File: config.mk
export PLATFORM = sky130hd
export DESIGN_NAME = imem_dump
export DESIGN_NICKNAME = d
export VERILOG_FILES = /design/src/rtl/imem_dump_pkg.sv /design/src/rtl/imem_dump_serializer.sv /design/src/rtl/imem_dump.sv
export SDC_FILE = /design/constraint.sdc
export NUM_CORES = 1
export LEC_CHECK = 0
export ABC_AREA = 1
export CAP_MARGIN = 20
export CORE_MARGIN = 2
export CORE_UTILIZATION = 40
export CTS_CLUSTER_DIAMETER = 40
export DETAILED_ROUTE_END_ITERATION = 12
export GPL_TIMING_DRIVEN = 0
export PLACE_DENSITY = 0.72
export SLEW_MARGIN = 20
export SYNTH_ARGS = -nofsm -noshare
export SYNTH_HDL_FRONTEND = slang
export SYNTH_HIERARCHICAL = 1
export SYNTH_SLANG_ARGS = --single-unit
File: constraint.sdc
create_clock -name clk -period 2.8 [get_ports clk]
set_input_delay 0.56 -clock clk [delete_from_list [all_inputs] [get_ports clk]]
set_output_delay 0.56 -clock clk [all_outputs]
set_load 0.01 [all_outputs]
File: src/rtl/imem_dump_pkg.sv
// Shared definitions for the instruction-memory dump path: FSM encoding,
// byte-interface widths and address helper.
package imem_dump_pkg;

    localparam int WORD_BYTES  = 4;
    localparam int TX_W        = 8;
    localparam int WORD_W      = WORD_BYTES * TX_W;
    localparam int BYTE_IDX_W  = $clog2(WORD_BYTES);

    typedef enum logic [2:0] {
        S_IDLE = 3'd0,
        S_READ = 3'd1,
        S_WAIT = 3'd2,
        S_SEND = 3'd3,
        S_DONE = 3'd4
    } state_t;

    // Byte address of word idx; wraps mod 2^32.
    function automatic logic [31:0] word_addr(input logic [31:0] base, input logic [31:0] idx);
        return base + (idx << 2);
    endfunction

endpackage

File: src/rtl/imem_dump_serializer.sv
// Holds one 32-bit word and presents its bytes LSB-first over valid/ready.
// The owner drives en (= tx_valid); fire is the handshake for this byte.
module word_byte_serializer
    import imem_dump_pkg::*;
(
    input  logic              clk,
    input  logic              rst,
    input  logic              load,
    input  logic [WORD_W-1:0] word_in,
    input  logic              en,
    input  logic              ready,
    output logic [TX_W-1:0]   data,
    output logic              last,
    output logic              fire
);

    logic [WORD_W-1:0]     word;
    logic [BYTE_IDX_W-1:0] k;

    assign fire = en & ready;
    assign last = (k == BYTE_IDX_W'(WORD_BYTES - 1));
    assign data = word[int'(k) * TX_W +: TX_W];

    always_ff @(posedge clk) begin
        if (rst) begin
            word <= '0;
            k    <= '0;
        end else if (load) begin
            word <= word_in;
            k    <= '0;
        end else if (fire) begin
            k <= k + 1'b1;
        end
    end

endmodule

File: src/rtl/imem_dump.sv
// Reads NWORDS words from instruction memory starting at BASE_ADDR and streams
// them little-endian over a byte valid/ready port, with a running checksum.
module imem_dump
    import imem_dump_pkg::*;
#(
    parameter logic [31:0] BASE_ADDR = 32'h0,
    parameter int          NWORDS    = 8
) (
    input  logic              clk,
    input  logic              rst,
    input  logic              start,
    output logic              busy,
    output logic              done,
    output logic              mem_re,
    output logic [31:0]       mem_addr,
    input  logic [WORD_W-1:0] mem_rdata,
    output logic              tx_valid,
    input  logic              tx_ready,
    output logic [TX_W-1:0]   tx_data,
    output logic [31:0]       checksum
);

    localparam int IDX_W = $clog2(NWORDS + 1);

    state_t            state, state_nx;
    logic [IDX_W-1:0]  idx;
    logic [31:0]       sum;
    logic              idx_last;
    logic              byte_fire;
    logic              byte_last;
    logic              word_done;

    assign idx_last  = (idx == IDX_W'(NWORDS - 1));
    assign word_done = byte_fire & byte_last;

    word_byte_serializer u_ser (
        .clk     (clk),
        .rst     (rst),
        .load    (state == S_WAIT),
        .word_in (mem_rdata),
        .en      (tx_valid),
        .ready   (tx_ready),
        .data    (tx_data),
        .last    (byte_last),
        .fire    (byte_fire)
    );

    always_ff @(posedge clk) begin
        if (rst) begin
            state <= S_IDLE;
            idx   <= '0;
            sum   <= '0;
        end else begin
            state <= state_nx;
            case (state)
                S_IDLE, S_DONE: begin
                    if (start) begin
                        idx <= '0;
                        sum <= '0;
                    end
                end
                S_WAIT: sum <= sum + mem_rdata;
                S_SEND: if (word_done && !idx_last) idx <= idx + 1'b1;
                default: ;
            endcase
        end
    end

    always_comb begin
        state_nx = state;
        case (state)
            S_IDLE:  if (start) state_nx = S_READ;
            S_READ:  state_nx = S_WAIT;
            S_WAIT:  state_nx = S_SEND;
            S_SEND:  if (word_done) state_nx = idx_last ? S_DONE : S_READ;
            S_DONE:  state_nx = start ? S_READ : S_IDLE;
            default: state_nx = S_IDLE;
        endcase
    end

    // All outputs decode registered state; tx_ready only steers next state.
    assign busy     = (state == S_READ) || (state == S_WAIT) || (state == S_SEND);
    assign done     = (state == S_DONE);
    assign mem_re   = (state == S_READ);
    assign tx_valid = (state == S_SEND);
    assign mem_addr = word_addr(BASE_ADDR, 32'(idx));
    assign checksum = sum;

endmodule

==> results of run 1 <==
==> how the worst min path moves through the flow <==
stage | to | slack, ns | start
after floorplan | u_ser/word[20] | 0.44 | u_ser/word[20]
after global placement | u_ser/word[20] | 0.45 | u_ser/word[20]
after detailed placement | u_ser/word[18] | 0.45 | u_ser/word[18]
after CTS | u_ser/word[31] | 0.46 | rst
after global routing | u_ser/word[16] | 0.47 | u_ser/word[16]
final | u_ser/word[31] | 0.46 | rst
==> cells by family (layout without fill, tap and decap cells) <==
kind of cell | after synthesis | in the layout
adder cells (fa/ha/maj) | 34 | 34
AND/OR/NAND/NOR | 521 | 521
AO/OA/AOI/OAI | 119 | 119
XOR/XNOR | 1 | 1
flip-flops | 73 | 73
buffers and inverters | 221 | 318
other | 1 | 28
==> metal layers <==
| metal | global-route usage, % | wire (um) | up-vias |
|---|---|---|---|
| met5 | 0 | 0 | - |
| met4 | 6.79 | 320 | 0 |
| met3 | 2.85 | 852 | 28 |
| met2 | 35.2 | 7820 | 184 |
| met1 | 28.2 | 7870 | 2714 |
| li1 | - | - | 3187 |
==> where the power goes <==
group          switching (mW)  internal, mW
registers              0.0964          1.16
logic                   0.933         0.657
clock network           0.475         0.776
==> worst max-delay path, stage by stage <==
cell,delay (ns)
clkdlybuf4s50_1,0.51
ha_1,0.25
inv_1,0.08
fa_1,0.36
inv_1,0.15
nand3_1,0.09
nand3_1,0.15
nand3_1,0.10
nand3_1,0.17
nand2_1,0.11
nand2_1,0.08
nand2_1,0.04
nand3_1,0.07
a21oi_1,0.06
==> cell usage after synthesis (3+ instances only) <==
cell      instances  area (um^2)
buf_6             7         78.8
nand2_2          42          263
buf_12            3         60.1
inv_2             4         15.0
nand2_1         331         1240
nor2_2            3         18.8
nand4_1           4         25.0
or2_2             4         25.0
o21bai_1          3         22.5
nand3b_1          4         30.0
a21oi_1          67          335
buf_4            30          225
o21ai_0          13         65.1
dfxtp_1          73         1460
nand3_1          58          290
a21oi_2          31          272
nor3_1            9         45.0
clkbuf_1          5         18.8
inv_1           162          608
nand3_2           7         70.1
buf_2             8         40.0
nor2_1           57          214
ha_1             33          413
==> sequential cells by signal, indices dropped and copies added, names as in the netlist <==
| register | count |
|---|---|
| checksum | 32 |
| u_ser/word | 32 |
| idx | 4 |
| state | 3 |
| u_ser/k | 2 |
==> final cells by class <==
| type | count | area [um^2] | share of cell area, % |
|---|---|---|---|
| Buffer | 53 | 423 | 5.71 |
| Clock buffer | 10 | 229 | 3.09 |
| Clock inverter | 5 | 81.3 | 1.10 |
| Inverter | 168 | 641 | 8.65 |
| Multi-Input combinational cell | 703 | 3520 | 47.5 |
| Sequential cell | 73 | 1460 | 19.7 |
| Tap cell | 184 | 230 | 3.11 |
| Timing Repair Buffer | 82 | 821 | 11.1 |
==> stage by stage <==
stage / setup WS [ns] / instance area, um^2
floorplan: 0.802 / 6040
global placement: -0.0692 / 7100
detailed placement: -0.128 / 7100
CTS: 0.228 / 7410
global route: 0.00851 / 7410
finish: 0.211 / 7410
==> flow_summary.ini, run 1 <==
[status]
status = finished clean

[synth]
synth.yosys.warnings = 6
synthCells = 970
synth-simple-area-share_pct = 37.7
synth_compound_area_share_pct = 12.3
synthArstFlopShare_pct = 0
synthAdderAreaFrac_pct = 7.28
synth_edf_count = 0
syn_area_per_cell_um2 = 6.13
ys.flop_type = dfxtp_1
yosysSeqAreaShare_pct = 24.6
synth-seq-cells = 73
synth-xor-area-share_pct = 0.147
synthMuxAreaShare_pct = 0
synth_top_family_by_area = simple AND/OR/NAND/NOR gates
synth.distinct_cells = 35
syn_area_um2 = 5940

[layout]
layout_common_cells = 331 x nand2_1, 162 x inv_1, 82 x clkdlybuf4s50_1, 73 x dfxtp_1, 67 x a21oi_1
antennaDiodeCount = 0
final_common_cell = nand2_1
nNetsFinal = 1160
stdcell_count = 1278
fin_util_pct = 51.0
area_growth_syn_to_layout_pct = 24.6
layout-drive-gt1-share_pct = 14.4
nFillCells = 1523

[grt]
grt_pass1_vias = 5501
grt_max_degree = 13
track_usage_pct = 21.1
grt-ovfl-total = 0
grt_first_pass_wirelength_mm = 26.9
antenna_found_initial = 0

[die]
initial_utilization_pct = 40.9
fp.dieW_um = 126
die-area_um2 = 15800
num_rows = 44
ios = 112
coreArea_um2 = 14500
dieHeight_um = 126

[cts]
hold_buffers = 0
post_cts_buffers = 0
cts_root_buf = clkbuf_16
cts_resized = 0
numCtsBuffers = 9
clk_pin_slew_ns = 0.06
cts_tree = yes
clk_path_buf_depth = 2
htree_levels = 3
clk_latency_ns = 0.35
clock_sinks = 73

[critical_path]
reg2reg_depth = 13
reg2reg_to = checksum[28]
crit_start = mem_rdata[0]
cp.arrival_ns = 2.79
worst_ep_required_time_ns = 3.00
crit_path_start_kind = primary input
endpoint = checksum[28]
worstSetupEndpointType = flop
ff2ff_setup_slack_ns = 0.58
reg2reg_from = checksum[0]
worstPathMaxFanout = 5
crit_type = in -> reg

[sta]
fin_tns_setup_ns = 0
min_period_over_period_pct = 92.5
rsz0062_at_grt = false
fmaxAchievable_mhz = 386
whs_ns = 0.458
max_slew_margin_pct = 53.1
setup_violations = 0
worst_pin_slew_ns = 0.703
finalCriticalPeriod_ns = 2.59
fin_skew_ns = 0.00678
final_max_slew_viol_count = 0
hold_viol = 0

[flow_run]
cap_violations = 0

[detailed_routing]
drc_errors = 0
vias = 6113
vias_per_cell = 4.78
firstDrtPassIters = 5
wl_per_cell_um = 13.2
ant_nets = 0
wirelength_mm = 16.9
drt_iter0_drc = 508

[power]
ir_drop_v = 0.000323
totalPowerFinal_mw = 4.10
leakage_nw = 3.66
power_density_nw_per_um2 = 553

[placement]
placed_cells = 1263
place_congestion = 0.946
portBuffers = 82
dp_hpwl_mm = 13.5

[worst_hold_path]
hold_depth = 2
hold_path.class = in -> reg
No activity file was read; power rests on OpenSTA's default activity.
==> run 2: changes to the inputs <==
--- a/config.mk
+++ b/config.mk
@@ -7,12 +7,11 @@
 export LEC_CHECK = 0
 export ABC_AREA = 1
 export CAP_MARGIN = 20
-export CORE_MARGIN = 2
-export CORE_UTILIZATION = 40
+export CORE_MARGIN = 3
+export CORE_UTILIZATION = 25
 export CTS_CLUSTER_DIAMETER = 40
 export DETAILED_ROUTE_END_ITERATION = 12
-export GPL_TIMING_DRIVEN = 0
-export PLACE_DENSITY = 0.72
+export PLACE_DENSITY = 0.52
 export SLEW_MARGIN = 20
 export SYNTH_ARGS = -nofsm -noshare
 export SYNTH_HDL_FRONTEND = slang
==> run 2 against run 1 <==
Clock-buffer cell count rose by 1. Via count down 4.5%. Clock skew is 0.0043 ns higher. Cell count is 7.1% higher. Register-to-register slack improved by 0.22 ns. Worst setup slack better by 0.24 ns. Utilization fell by 19 points. Combinational power is 4% lower. Sequential power about the same.
==> flow_summary.ini, run 2 (same netlist as run 1, synthesis figures left out) <==
[layout]
layout_common_cells = 331 x nand2_1, 161 x inv_1, 82 x clkdlybuf4s50_1, 73 x dfxtp_1, 67 x a21oi_1
area_growth_syn_to_layout_pct = 22.4
final_common_cell = nand2_1
fin_util_pct = 31.6
register_area_um2 = 1460
nNetsFinal = 1122
antennaDiodeCount = 0
nFillCells = 2580
multi_input_area_um2 = 3520
layout-drive-gt1-share_pct = 11.9

[grt]
track_usage_pct = 14.8
grt_first_pass_wirelength_mm = 29.9
grt-ovfl-total = 0
antenna_found_initial = 0
grt_max_degree = 40
grt_pass1_vias = 5473

[sta]
max_slew_margin_pct = 60.1
finalCriticalPeriod_ns = 2.35
rsz0062_at_grt = false
fin_skew_ns = 0.0110
hold_viol = 0
fin_tns_setup_ns = 0
min_period_over_period_pct = 84.0
final_max_slew_viol_count = 0
worst_pin_slew_ns = 0.599
fmaxAchievable_mhz = 425
setup_violations = 0

[critical_path]
cp_slowest_cell = clkdlybuf4s50_1
worstPathMaxFanout = 4
worst_ep_required_time_ns = 3.00
slowest_delay_ns = 0.48
crit_chain = clkdlybuf4s50_1, ha_1, inv_1, fa_1, inv_1, nand3_1, nand3_1, nand2_1, nand2_1, nand2_1, nand3_1, nand2_1, nand3_1, a21oi_1
reg2reg_from = checksum[0]
crit_path_start_kind = primary input
worstSetupEndpointType = flop
crit_type = in -> reg
reg2reg_to = checksum[24]
cp.arrival_ns = 2.56
critPathTopFamily = simple AND/OR/NAND/NOR gates
cp_num_cells = 14
cp.buffers_inverters = 3
reg2reg_depth = 13
ff2ff_setup_slack_ns = 0.80

[cts]
post_cts_buffers = 0
cts_root_buf = clkbuf_16
clock_sinks = 73
clk_latency_ns = 0.35
numCtsBuffers = 9
clk_pin_slew_ns = 0.06
clk_path_buf_depth = 2
htree_levels = 3
hold_buffers = 0
cts_tree = yes
cts_resized = 0

[detailed_routing]
drt_iter0_drc = 304
firstDrtPassIters = 5
wirelength_mm = 19.1
vias = 5839
ant_nets = 0
wl_per_cell_um = 13.9
vias_per_cell = 4.27
drc_errors = 0

[die]
num_rows = 55
dieHeight_um = 160
ios = 112
initial_utilization_pct = 25.9
coreArea_um2 = 23000
fp.dieW_um = 160
die-area_um2 = 25700

[power]
ir_drop_v = 0.000385
leakage_nw = 3.46
power_density_nw_per_um2 = 552

[status]
status = finished clean

[placement]
dp_hpwl_mm = 15.3
place_congestion = 0.895
portBuffers = 83

[worst_hold_path]
hold_path.startpoint = u_ser/word[31]
whs_endpoint = u_ser/word[31]
hold_depth = 2
hold_path.class = reg -> reg

[flow_run]
cap_violations = 0
-- run 2: changes by cell type in the layout (fill, tap and decap cells not counted), moves of 2 or more --
| cell | previous run | this run |
|---|---|---|
| buf_4 | 30 | 12 |
| buf_2 | 8 | 1 |
| buf_6 | 7 | 0 |
| clkbuf_1 | 6 | 0 |
| clkbuf_8 | 0 | 2 |
-- run 2: per-stage QoR --
stage               power [mW]  hold WS, ns  instance area [um^2]  setup WS, ns  std cells
global placement          2.81        0.450                  6970        0.0875       1354
floorplan                 2.34        0.437                  6040         0.802        997
detailed placement        2.82        0.454                  6970        0.0523       1354
global route              4.29        0.477                  7270         0.248       1369
finish                    4.01        0.463                  7270         0.447       1369
CTS                       4.06        0.464                  7270         0.427       1369
-- run 2: cell type report --
type                    instances  area share, %
clock buffers                  11           3.47
well taps                     313           5.38
clock inverters                 4          0.705
inverters                     168           8.81
repair buffers                 97           13.1
flip-flops and latches         73           20.1
multi-input cells             703           48.4
-- run 2: worst register-to-register path: cells and delay by family (launching register included) --
kind	cells	cell delay, ns
fa+ha+maj	2	0.53
buf+inv	2	0.15
flops	1	0.35
compound gates	1	0.07
simple gates	8	0.78
-- run 2: worst max-delay path by stage --
stage	startpoint	to	slack, ns
2_1_floorplan	mem_rdata[0]	checksum[28]	0.80
3_3_place_gp	mem_rdata[0]	checksum[24]	0.09
3_5_place_dp	mem_rdata[0]	checksum[24]	0.05
4_1_cts	mem_rdata[0]	checksum[24]	0.43
5_1_grt	mem_rdata[0]	checksum[24]	0.25
6_report	mem_rdata[0]	checksum[24]	0.45
-- run 2: metal layers --
metal  GRT usage [%]  share of wire [%]  wire length (um)
met1            19.7                 48              9240
met2            23.6                 44              8390
met3            3.81                5.8              1110
met4            4.02                1.7               333
met5               0                  0                 0
-- run 2: power by group --
| part | switching, mW | internal (mW) | leakage (nW) |
|---|---|---|---|
| clock network | 0.491 | 0.736 | 0.148 |
| logic | 0.940 | 0.583 | 2.72 |
| registers | 0.105 | 1.16 | 0.593 |
| total | 1.54 | 2.48 | 3.46 |
